===== config.mk =====
export PLATFORM = sky130hd
export DESIGN_NAME = vx_alu_req_arbiter
export DESIGN_NICKNAME = d
export VERILOG_FILES = /design/src/rtl/vx_alu_req_arbiter.sv
export SDC_FILE = /design/constraint.sdc
export NUM_CORES = 1
export LEC_CHECK = 0
export BUFFER_PORTS_ARGS = -buffer_cell sky130_fd_sc_hd__clkbuf_2
export CORE_AREA = 2 2 258 260
export DETAILED_ROUTE_END_ITERATION = 10
export DIE_AREA = 0 0 260 262
export PLACE_DENSITY = 0.45
export SYNTH_ARGS = -nofsm -noshare
export SYNTH_HDL_FRONTEND = slang
export SYNTH_SLANG_ARGS = --single-unit

===== constraint.sdc =====
create_clock -name clk -period 5.4 [get_ports clk]
set_input_delay 0.81 -clock clk [delete_from_list [all_inputs] [get_ports clk]]
set_output_delay 0.81 -clock clk [all_outputs]
set_load 0.01 [all_outputs]

===== src/rtl/vx_alu_req_arbiter.sv =====
// Round-robin arbiter that shares one registered ALU request port among NUM_REQS issue slots,
// with a per-source branch fence. Define ALU_ARB_PERF_EN to add stall/fence cycle counters.
module vx_alu_req_arbiter #(
  parameter int  NUM_REQS = 4,
  parameter int  DATAW    = 128,
  localparam int IDXW     = $clog2(NUM_REQS)
) (
  input  logic                      clk,
  input  logic                      reset,
  input  logic [NUM_REQS-1:0]       req_valid,
  input  logic [NUM_REQS*DATAW-1:0] req_data,
  input  logic [NUM_REQS-1:0]       req_is_br,
  output logic [NUM_REQS-1:0]       req_ready,
  output logic                      out_valid,
  output logic [DATAW-1:0]          out_data,
  output logic                      out_is_br,
  output logic [IDXW-1:0]           out_idx,
  input  logic                      out_ready,
  input  logic                      br_done_valid,
  input  logic [IDXW-1:0]           br_done_idx,
`ifdef ALU_ARB_PERF_EN
  output logic [31:0]               perf_stall_cycles,
  output logic [31:0]               perf_fence_cycles,
`endif
  output logic                      fence_err
);

  logic [NUM_REQS-1:0] fence_r;
  logic [NUM_REQS-1:0] fence_nxt_s;
  logic [NUM_REQS-1:0] fence_set_s;
  logic [NUM_REQS-1:0] fence_clr_s;
  logic [NUM_REQS-1:0] eligible_s;
  logic [NUM_REQS-1:0] grant_oh_s;
  logic [IDXW-1:0]     rr_ptr_r;
  logic [IDXW-1:0]     grant_idx_s;
  logic [IDXW-1:0]     cand_s;
  logic                grant_valid_s;
  logic                en_s;
  logic                fire_s;
  logic                br_idx_ok_s;
  logic                br_err_s;

  logic                out_valid_r;
  logic [DATAW-1:0]    out_data_r;
  logic                out_is_br_r;
  logic [IDXW-1:0]     out_idx_r;
  logic                fence_err_r;

  // Index arithmetic modulo NUM_REQS; also correct for non-power-of-2 source counts.
  function automatic logic [IDXW-1:0] wrap_add(input logic [IDXW-1:0] base, input int off);
    int sum;
    sum = int'(base) + off;
    if (sum >= NUM_REQS) begin
      sum = sum - NUM_REQS;
    end else begin
      sum = sum;
    end
    return IDXW'(sum);
  endfunction

  assign eligible_s  = req_valid & ~fence_r;
  assign en_s        = out_ready | ~out_valid_r;
  assign fire_s      = en_s & grant_valid_s;
  assign br_idx_ok_s = (int'(br_done_idx) < NUM_REQS);

  // First eligible source scanning upward from rr_ptr with wrap-around.
  always_comb begin
    grant_valid_s = 1'b0;
    grant_idx_s   = {IDXW{1'b0}};
    cand_s        = {IDXW{1'b0}};
    for (int k = 0; k < NUM_REQS; k++) begin
      cand_s = wrap_add(rr_ptr_r, k);
      if (!grant_valid_s && eligible_s[cand_s]) begin
        grant_valid_s = 1'b1;
        grant_idx_s   = cand_s;
      end else begin
        grant_valid_s = grant_valid_s;
      end
    end
  end

  // One-hot form of the grant, used for the handshake and the fence set.
  always_comb begin
    grant_oh_s = {NUM_REQS{1'b0}};
    if (grant_valid_s) begin
      grant_oh_s[grant_idx_s] = 1'b1;
    end else begin
      grant_oh_s = {NUM_REQS{1'b0}};
    end
  end

  assign req_ready = (reset || !en_s) ? {NUM_REQS{1'b0}} : grant_oh_s;

  // Fence set/clear resolution; a set on the same index wins over a clear.
  always_comb begin
    fence_set_s = fire_s ? (grant_oh_s & req_is_br) : {NUM_REQS{1'b0}};
    fence_clr_s = {NUM_REQS{1'b0}};
    br_err_s    = 1'b0;
    if (br_done_valid) begin
      if (!br_idx_ok_s) begin
        br_err_s = 1'b1;
      end else if (!fence_r[br_done_idx] || fence_set_s[br_done_idx]) begin
        br_err_s = 1'b1;
      end else begin
        fence_clr_s[br_done_idx] = 1'b1;
      end
    end else begin
      br_err_s = 1'b0;
    end
    fence_nxt_s = (fence_r & ~fence_clr_s) | fence_set_s;
  end

  // Control state: fences, round-robin pointer, sticky protocol error.
  always_ff @(posedge clk or posedge reset) begin
    if (reset) begin
      fence_r     <= {NUM_REQS{1'b0}};
      rr_ptr_r    <= {IDXW{1'b0}};
      fence_err_r <= 1'b0;
    end else begin
      fence_r <= fence_nxt_s;
      if (br_err_s) begin
        fence_err_r <= 1'b1;
      end
      if (fire_s) begin
        rr_ptr_r <= wrap_add(grant_idx_s, 1);
      end
    end
  end

  // Output pipe register: loads on enable, payload holds when nothing is granted.
  always_ff @(posedge clk or posedge reset) begin
    if (reset) begin
      out_valid_r <= 1'b0;
      out_data_r  <= {DATAW{1'b0}};
      out_is_br_r <= 1'b0;
      out_idx_r   <= {IDXW{1'b0}};
    end else if (en_s) begin
      out_valid_r <= grant_valid_s;
      if (grant_valid_s) begin
        out_data_r  <= req_data[grant_idx_s*DATAW +: DATAW];
        out_is_br_r <= req_is_br[grant_idx_s];
        out_idx_r   <= grant_idx_s;
      end
    end
  end

  assign out_valid = out_valid_r;
  assign out_data  = out_data_r;
  assign out_is_br = out_is_br_r;
  assign out_idx   = out_idx_r;
  assign fence_err = fence_err_r;

`ifdef ALU_ARB_PERF_EN
  logic [31:0] perf_stall_r;
  logic [31:0] perf_fence_r;

  // Free-running counters of backpressure stalls and fence-blocked cycles.
  always_ff @(posedge clk or posedge reset) begin
    if (reset) begin
      perf_stall_r <= 32'd0;
      perf_fence_r <= 32'd0;
    end else begin
      if ((|eligible_s) && !en_s) begin
        perf_stall_r <= perf_stall_r + 32'd1;
      end
      if (|(req_valid & fence_r)) begin
        perf_fence_r <= perf_fence_r + 32'd1;
      end
    end
  end

  assign perf_stall_cycles = perf_stall_r;
  assign perf_fence_cycles = perf_fence_r;
`else
  // Default build carries no performance counters.
`endif

endmodule


==> results of run 1 <==
logic make-up (layout without fill, tap and decap cells):
logic type,Yosys count,after routing,share of synthesized area (%)
DFF,139,139,36.32
AOI/OAI and AO/OA,458,458,35.99
and+or+nand+nor,294,294,15.91
buffers and inverters,143,723,7.368
muxes,41,41,4.415
report_power, final:
part,switching [mW],total [mW],internal [mW]
combinational,2.95,4.60,1.65
sequential,0.350,1.93,1.58
clock,0.559,1.28,0.721
how the worst max path moves through the flow:
stage / from / end / slack (ns)
6_report: req_valid[2] / req_ready[2] / 1.59
5_1_grt: fence_r[2] / req_ready[2] / 1.37
4_1_cts: fence_r[2] / req_ready[2] / 1.50
3_5_place_dp: req_valid[2] / req_ready[2] / 1.56
3_3_place_gp: req_valid[2] / req_ready[2] / 1.53
2_1_floorplan: reset / req_ready[0] / 0.35
cell type report:
class	count	share of cell area [%]
repair buffers	687	24.73
multi-input cells	793	38.69
inverters	4	0.1414
clock inverters	12	0.9456
flip-flops and latches	139	24.57
well taps	864	7.635
clock buffers	20	3.296
sequential cells by signal (all words and copies together), names as in the netlist:
register / count
out_valid: 1
out_idx: 2
out_is_br: 1
rr_ptr_r: 2
fence_r: 4
out_data: 128
fence_err: 1
metal layers:
layer	global-route usage (%)	part of all wire, %	up-vias
met4	7.152	3.4	0
li1	-	-	5379
met3	3.762	6.9	95
met1	17.54	41	5767
met2	26.10	49	623
met5	0	0	-
per-stage QoR:
stage	total power, mW	hold slack [ns]	std cells
finish	7.810	0.3846	2519
floorplan	4.821	0.4959	1075
detailed placement	6.588	0.4813	2487
global route	8.361	0.3937	2519
global placement	6.546	0.4647	2487
CTS	7.919	0.3503	2519
critical path, cell delays in order:
cell and delay [ns]:
clkbuf_2 0.10, nor2b_1 0.57, a311o_2 0.80, and2_2 0.29, nand2_1 0.08, nor3_1 0.17, clkbuf_2 0.17
cells in the final DEF, fill, tap and decap left out, types with 2 or more instances in the layout:
master / instances
nor2_1: 128
dfrtp_1: 139
nand4_1: 90
a21o_1: 89
mux2i_1: 40
a221oi_1: 78
clkbuf_16: 17
nand3b_1: 2
and3_1: 40
inv_6: 5
nand2_1: 7
a211oi_1: 78
clkinvlp_4: 2
nand2b_1: 4
a21o_4: 2
a32o_1: 3
a21oi_1: 90
a221oi_2: 10
clkbuf_8: 3
nor3b_1: 2
o31ai_1: 90
inv_1: 3
clkbuf_2: 662
buf_4: 25
o21ai_0: 3
nor3_1: 4
nor2b_1: 3
bufinv_16: 2
nand3_1: 2
clkinv_2: 3
==> impl_metrics.py, run 1 <==
metrics = {
    "die": {
        "dieArea_sq_mm": 0.06812,
        "initial_utilization_pct": 14.67,
        "die_x_um": 260,
        "row_count": 94,
        "ioPinCount": 663,
        "coreArea_sq_mm": 0.06528,
        "die_h_um": 262,
    },
    "synth": {
        "synth_cells": 1075,
        "async_flop_share_pct": 100.0,
        "syn-num-nets": 1601,
        "yosysTopAreaCell": "dfrtp_1",
        "synthTopCellsByArea": "dfrtp_1, a21o_1, a221oi_1, o31ai_1, a211oi_1",
        "synth_top_area_share_pct": 36.32,
        "synth_area_sq_mm": 0.009578,
        "synth_edf_count": 0,
        "ys_top_cells_by_count": "dfrtp_1, nor2_1, a21o_1, a21oi_1",
        "synth_cell_types": 49,
        "avgSynthCellArea_sq_um": 8.910,
        "yosysWarnings": 0,
        "synth.most_common_cell": "dfrtp_1",
        "synth_ff_type": "dfrtp_1",
        "synth-seq-cells": 139,
        "yosysSeqAreaShare_pct": 36.32,
    },
    "clocking": {
        "insertion_delay_ns": 0.47,
        "clk_path_buf_depth": 2,
        "htreeDepth": 4,
        "post_cts_buffers": 0,
        "cts_buffers": 17,
        "cts_tree": "built",
        "cts-resized-gates": 0,
        "root_buffer": "clkbuf_16",
        "cts.sinks": 139,
        "clk_pin_slew_ns": 0.07,
        "cts_hold_buf": 0,
    },
    "routing": {
        "vias_per_cell": 4.710,
        "drt_pass1_iterations": 5,
        "wirelength_um": 54360,
        "drc_errors": 0,
        "ant_nets": 0,
        "detail_route.wl_per_cell_um": 21.58,
        "vias": 11864,
        "first_iter_violations": 804,
    },
    "finish": {
        "final_layout_size_suffix_gt1_share_pct": 45.32,
        "nFillCells": 7373,
        "fin_area_sq_mm": 0.01416,
        "diodes": 0,
        "seq_area_sq_mm": 0.003478,
        "postLayoutCoreUtil_pct": 21.69,
        "multi_input_area_sq_mm": 0.005478,
        "layout.nets": 2168,
        "syn_to_final_growth_pct": 47.83,
    },
    "grt": {
        "grt_pass1_vias": 12109,
        "overflow": 0,
        "grt_pass1_wl_um": 76670,
        "grt_max_degree": 77,
        "grt_antenna_before_repair": 1,
        "track_usage_pct": 15.12,
    },
    "sta": {
        "post-route-period-util_pct": 70.61,
        "timing.final.max_slew_violations": 0,
        "fin_ws_ns": 1.587,
        "clock_skew_ns": 0.01204,
        "worstMarginPinSlew_ns": 1.217,
        "setup_violations": 0,
        "fin_tns_setup_ns": 0,
        "period_minus_slack_ns": 3.813,
        "timing.fmax_mhz": 262.2,
        "rsz0062_at_grt": "false",
        "hold_violations": 0,
        "slew_headroom_pct": 18.86,
    },
    "setup_path": {
        "r2r_start": "fence_r[2]",
        "r2r-end": "out_data[77]",
        "r2r_cells": 6,
        "cp.arrival_ns": 3.00,
        "crit_type": "in2out",
        "cp_max_fo": 41,
        "end_kind": "output port",
        "critPathLaunchType": "primary input",
        "worstPathRequired_ns": 4.59,
        "regToRegSetupSlack_ns": 2.08,
    },
    "power_and_ir_drop": {
        "p_per_area_mw_per_mm2": 551.6,
        "p_leak_nw": 6.712,
        "ir_drop_mv": 0.2790,
    },
    "placement": {
        "dp_hpwl_um": 39310,
        "gp_congestion": 0.8607,
        "place_area_sq_mm": 0.01356,
        "place_ws_ns": 1.557,
        "port_buffers": 662,
    },
    "hold_path": {
        "hold_class": "in2async",
    },
    "flow_run": {
        "cap_violations": 0,
    },
    "outcome": {
        "status": "complete, no violations",
    },
}
No activity file was read; power rests on OpenSTA's default activity.
==> inputs of run 2 (changes only) <==
ABC_AREA = 1   (was unset)
CORE_AREA = 2 2 260 262   (was 2 2 258 260)
DIE_AREA = 0 0 262 264   (was 0 0 260 262)
PLACE_DENSITY = 0.47   (was 0.45)
clock period = 3.75 ns   (was 5.4 ns; I/O delays follow)
==> impl_metrics.py, run 2 <==
metrics = {
    "outcome": {
        "status": "complete, no violations",
    },
    "setup_path": {
        "critPathBufInv": 2,
        "cpMaxStageDelayCell": "dfrtp_1",
        "r2r_start": "rr_ptr_r[0]",
        "critPathLaunchType": "flip-flop",
        "r2r-end": "out_data[56]",
        "r2r_cells": 13,
        "crit_family": "simple AND/OR/NAND/NOR gates",
        "worstPathRequired_ns": 3.19,
        "cp_max_fo": 55,
        "end_kind": "output port",
        "cp_cell_sequence": "nand3_1 -> nand3_1 -> nand2_2 -> a21oi_1 -> nand2_4 -> nand2_8 -> inv_1 -> nor3_1 -> clkbuf_2",
        "regToRegSetupSlack_ns": 0.72,
        "cp.arrival_ns": 2.83,
        "cp_slowest_stage_delay_ns": 0.60,
        "crit_type": "reg2out",
        "cp_common_cell": "nand3_1",
    },
    "synth": {
        "synth_top_area_share_pct": 45.69,
        "avgSynthCellArea_sq_um": 5.624,
        "synth_edf_count": 0,
        "ys_top_cells_by_count": "nand2_1, nand3_1, dfrtp_1",
        "synth_area_sq_mm": 0.01086,
        "synth-seq-cells": 139,
        "yosysSeqAreaShare_pct": 32.03,
        "synth_cells": 1931,
        "yosysTopAreaCell": "nand2_1",
        "yosysWarnings": 0,
        "synthTopCellsByArea": "nand2_1, dfrtp_1, nand3_1, buf_2, buf_6",
        "synth_cell_types": 21,
        "async_flop_share_pct": 100.0,
        "synth_ff_type": "dfrtp_1",
        "syn-num-nets": 2457,
        "synth.most_common_cell": "nand2_1",
    },
    "grt": {
        "overflow": 0,
        "grt_pass1_vias": 13368,
        "grt_pass1_wl_um": 85190,
        "track_usage_pct": 16.55,
        "grt_antenna_before_repair": 36,
        "grt_max_degree": 165,
    },
    "die": {
        "die_x_um": 262,
        "dieArea_sq_mm": 0.06917,
        "coreArea_sq_mm": 0.06656,
        "die_h_um": 264,
        "row_count": 95,
        "ioPinCount": 663,
        "initial_utilization_pct": 16.32,
    },
    "hold_path": {
        "holdPathStages": 3,
        "hold_class": "in2reg",
        "min_to": "fence_r[1]",
        "min_from": "req_is_br[1]",
    },
    "placement": {
        "place_area_sq_mm": 0.01483,
        "dp_hpwl_um": 44360,
        "gp_congestion": 0.8304,
        "port_buffers": 662,
    },
    "routing": {
        "ant_nets": 0,
        "first_iter_violations": 783,
        "detail_route.wl_per_cell_um": 17.46,
        "wirelength_um": 59130,
        "drc_errors": 0,
        "vias": 14019,
        "vias_per_cell": 4.139,
        "drt_pass1_iterations": 5,
    },
    "sta": {
        "hold_violations": 0,
        "timing.final.max_slew_violations": 0,
        "worstMarginPinSlew_ns": 1.148,
        "hold_slack_ns": 0.3665,
        "slew_headroom_pct": 23.50,
        "rsz0062_at_grt": "false",
        "setup_violations": 0,
        "clock_skew_ns": 0.02722,
        "timing.fmax_mhz": 294.6,
        "period_minus_slack_ns": 3.394,
        "post-route-period-util_pct": 90.51,
        "fin_tns_setup_ns": 0,
    },
    "clocking": {
        "cts_buffers": 17,
        "insertion_delay_ns": 0.49,
        "htreeDepth": 4,
        "cts.sinks": 139,
        "root_buffer": "clkbuf_16",
        "post_cts_buffers": 0,
        "cts_tree": "built",
        "clk_pin_slew_ns": 0.07,
        "clk_path_buf_depth": 2,
    },
    "finish": {
        "final_layout_size_suffix_gt1_share_pct": 29.01,
        "final_cell_mix": "nand2_1, clkbuf_2, nand3_1, dfrtp_1, clkbuf_16",
        "fin_area_sq_mm": 0.01544,
        "syn_to_final_growth_pct": 42.19,
        "layout.nets": 3016,
        "largest_reg_flops": 128,
        "layout_commonest_cell": "nand2_1",
        "postLayoutCoreUtil_pct": 23.20,
    },
    "flow_run": {
        "cap_violations": 0,
    },
    "power_and_ir_drop": {
        "p_leak_nw": 9.654,
        "ir_drop_mv": 1.041,
        "p_per_area_mw_per_mm2": 1201,
    },
}
## run 2: final cells by class
cell class,instances,area (sq um)
Antenna cell,11,27.53
Clock buffer,18,439.2
Clock inverter,14,133.9
Fill cell,7795,51120
Inverter,18,83.83
Multi-Input combinational cell,1631,6576
Sequential cell,139,3478
Tap cell,873,1092
Timing Repair Buffer,683,3611
## run 2: worst min-delay path: stages
cell and delay [ns]:
clkbuf_2 0.10, nand4_1 0.09, nand2_1 0.06
## run 2: how the worst max path moves through the flow
stage	startpoint	to	slack, ns	depth (start not counted)
6_report	rr_ptr_r[0]	req_ready[2]	0.36	9
2_1_floorplan	reset	req_ready[1]	0.15	3
5_1_grt	rr_ptr_r[0]	req_ready[2]	0.09	9
3_3_place_gp	rr_ptr_r[0]	req_ready[2]	0.83	11
3_5_place_dp	rr_ptr_r[0]	req_ready[2]	0.82	11
4_1_cts	rr_ptr_r[0]	req_ready[2]	0.27	9
## run 2: kinds of logic (layout without fill, tap and decap cells)
group / count (synthesis) / count (layout) / synth area share, %
other: 0 / 11 / 0
flip-flops: 139 / 139 / 32.03
buffers and inverters: 161 / 733 / 7.880
AND/OR/NAND/NOR: 1613 / 1613 / 59.22
AO/OA/AOI/OAI: 18 / 18 / 0.8755
## run 2: metal layers
metal	wire [um]	vias up	part of all wire, %	global-route usage (%)
li1	-	7113	-	-
met1	23960	6227	41	19.07
met2	28370	551	48	27.93
met3	5074	102	8.6	5.795
met4	1559	26	2.6	6.337
met5	175	-	0.30	0
## run 2: per-stage QoR
stage	worst slack (ns)	instances	power [mW]
detailed placement	0.8204	3343	17.12
floorplan	0.1522	1931	12.81
finish	0.3559	3387	18.54
global route	0.08907	3383	20.83
CTS	0.2657	3376	19.00
global placement	0.8319	3343	17.12
## run 2: power by group
part           internal, mW  leakage [nW]  switching, mW  total (mW)
sequential             2.33          1.73          0.433        2.76
clock                 0.940         0.278          0.815        1.75
combinational          4.21          7.65           9.82        14.0
## run 2: repair_timing
| action | in CTS | in global routing |
|---|---|---|
| endpoints found under the hold margin | 10 | 0 |
| hold buffers | 1 | 0 |
| gates resized for setup | 0 | 0 |
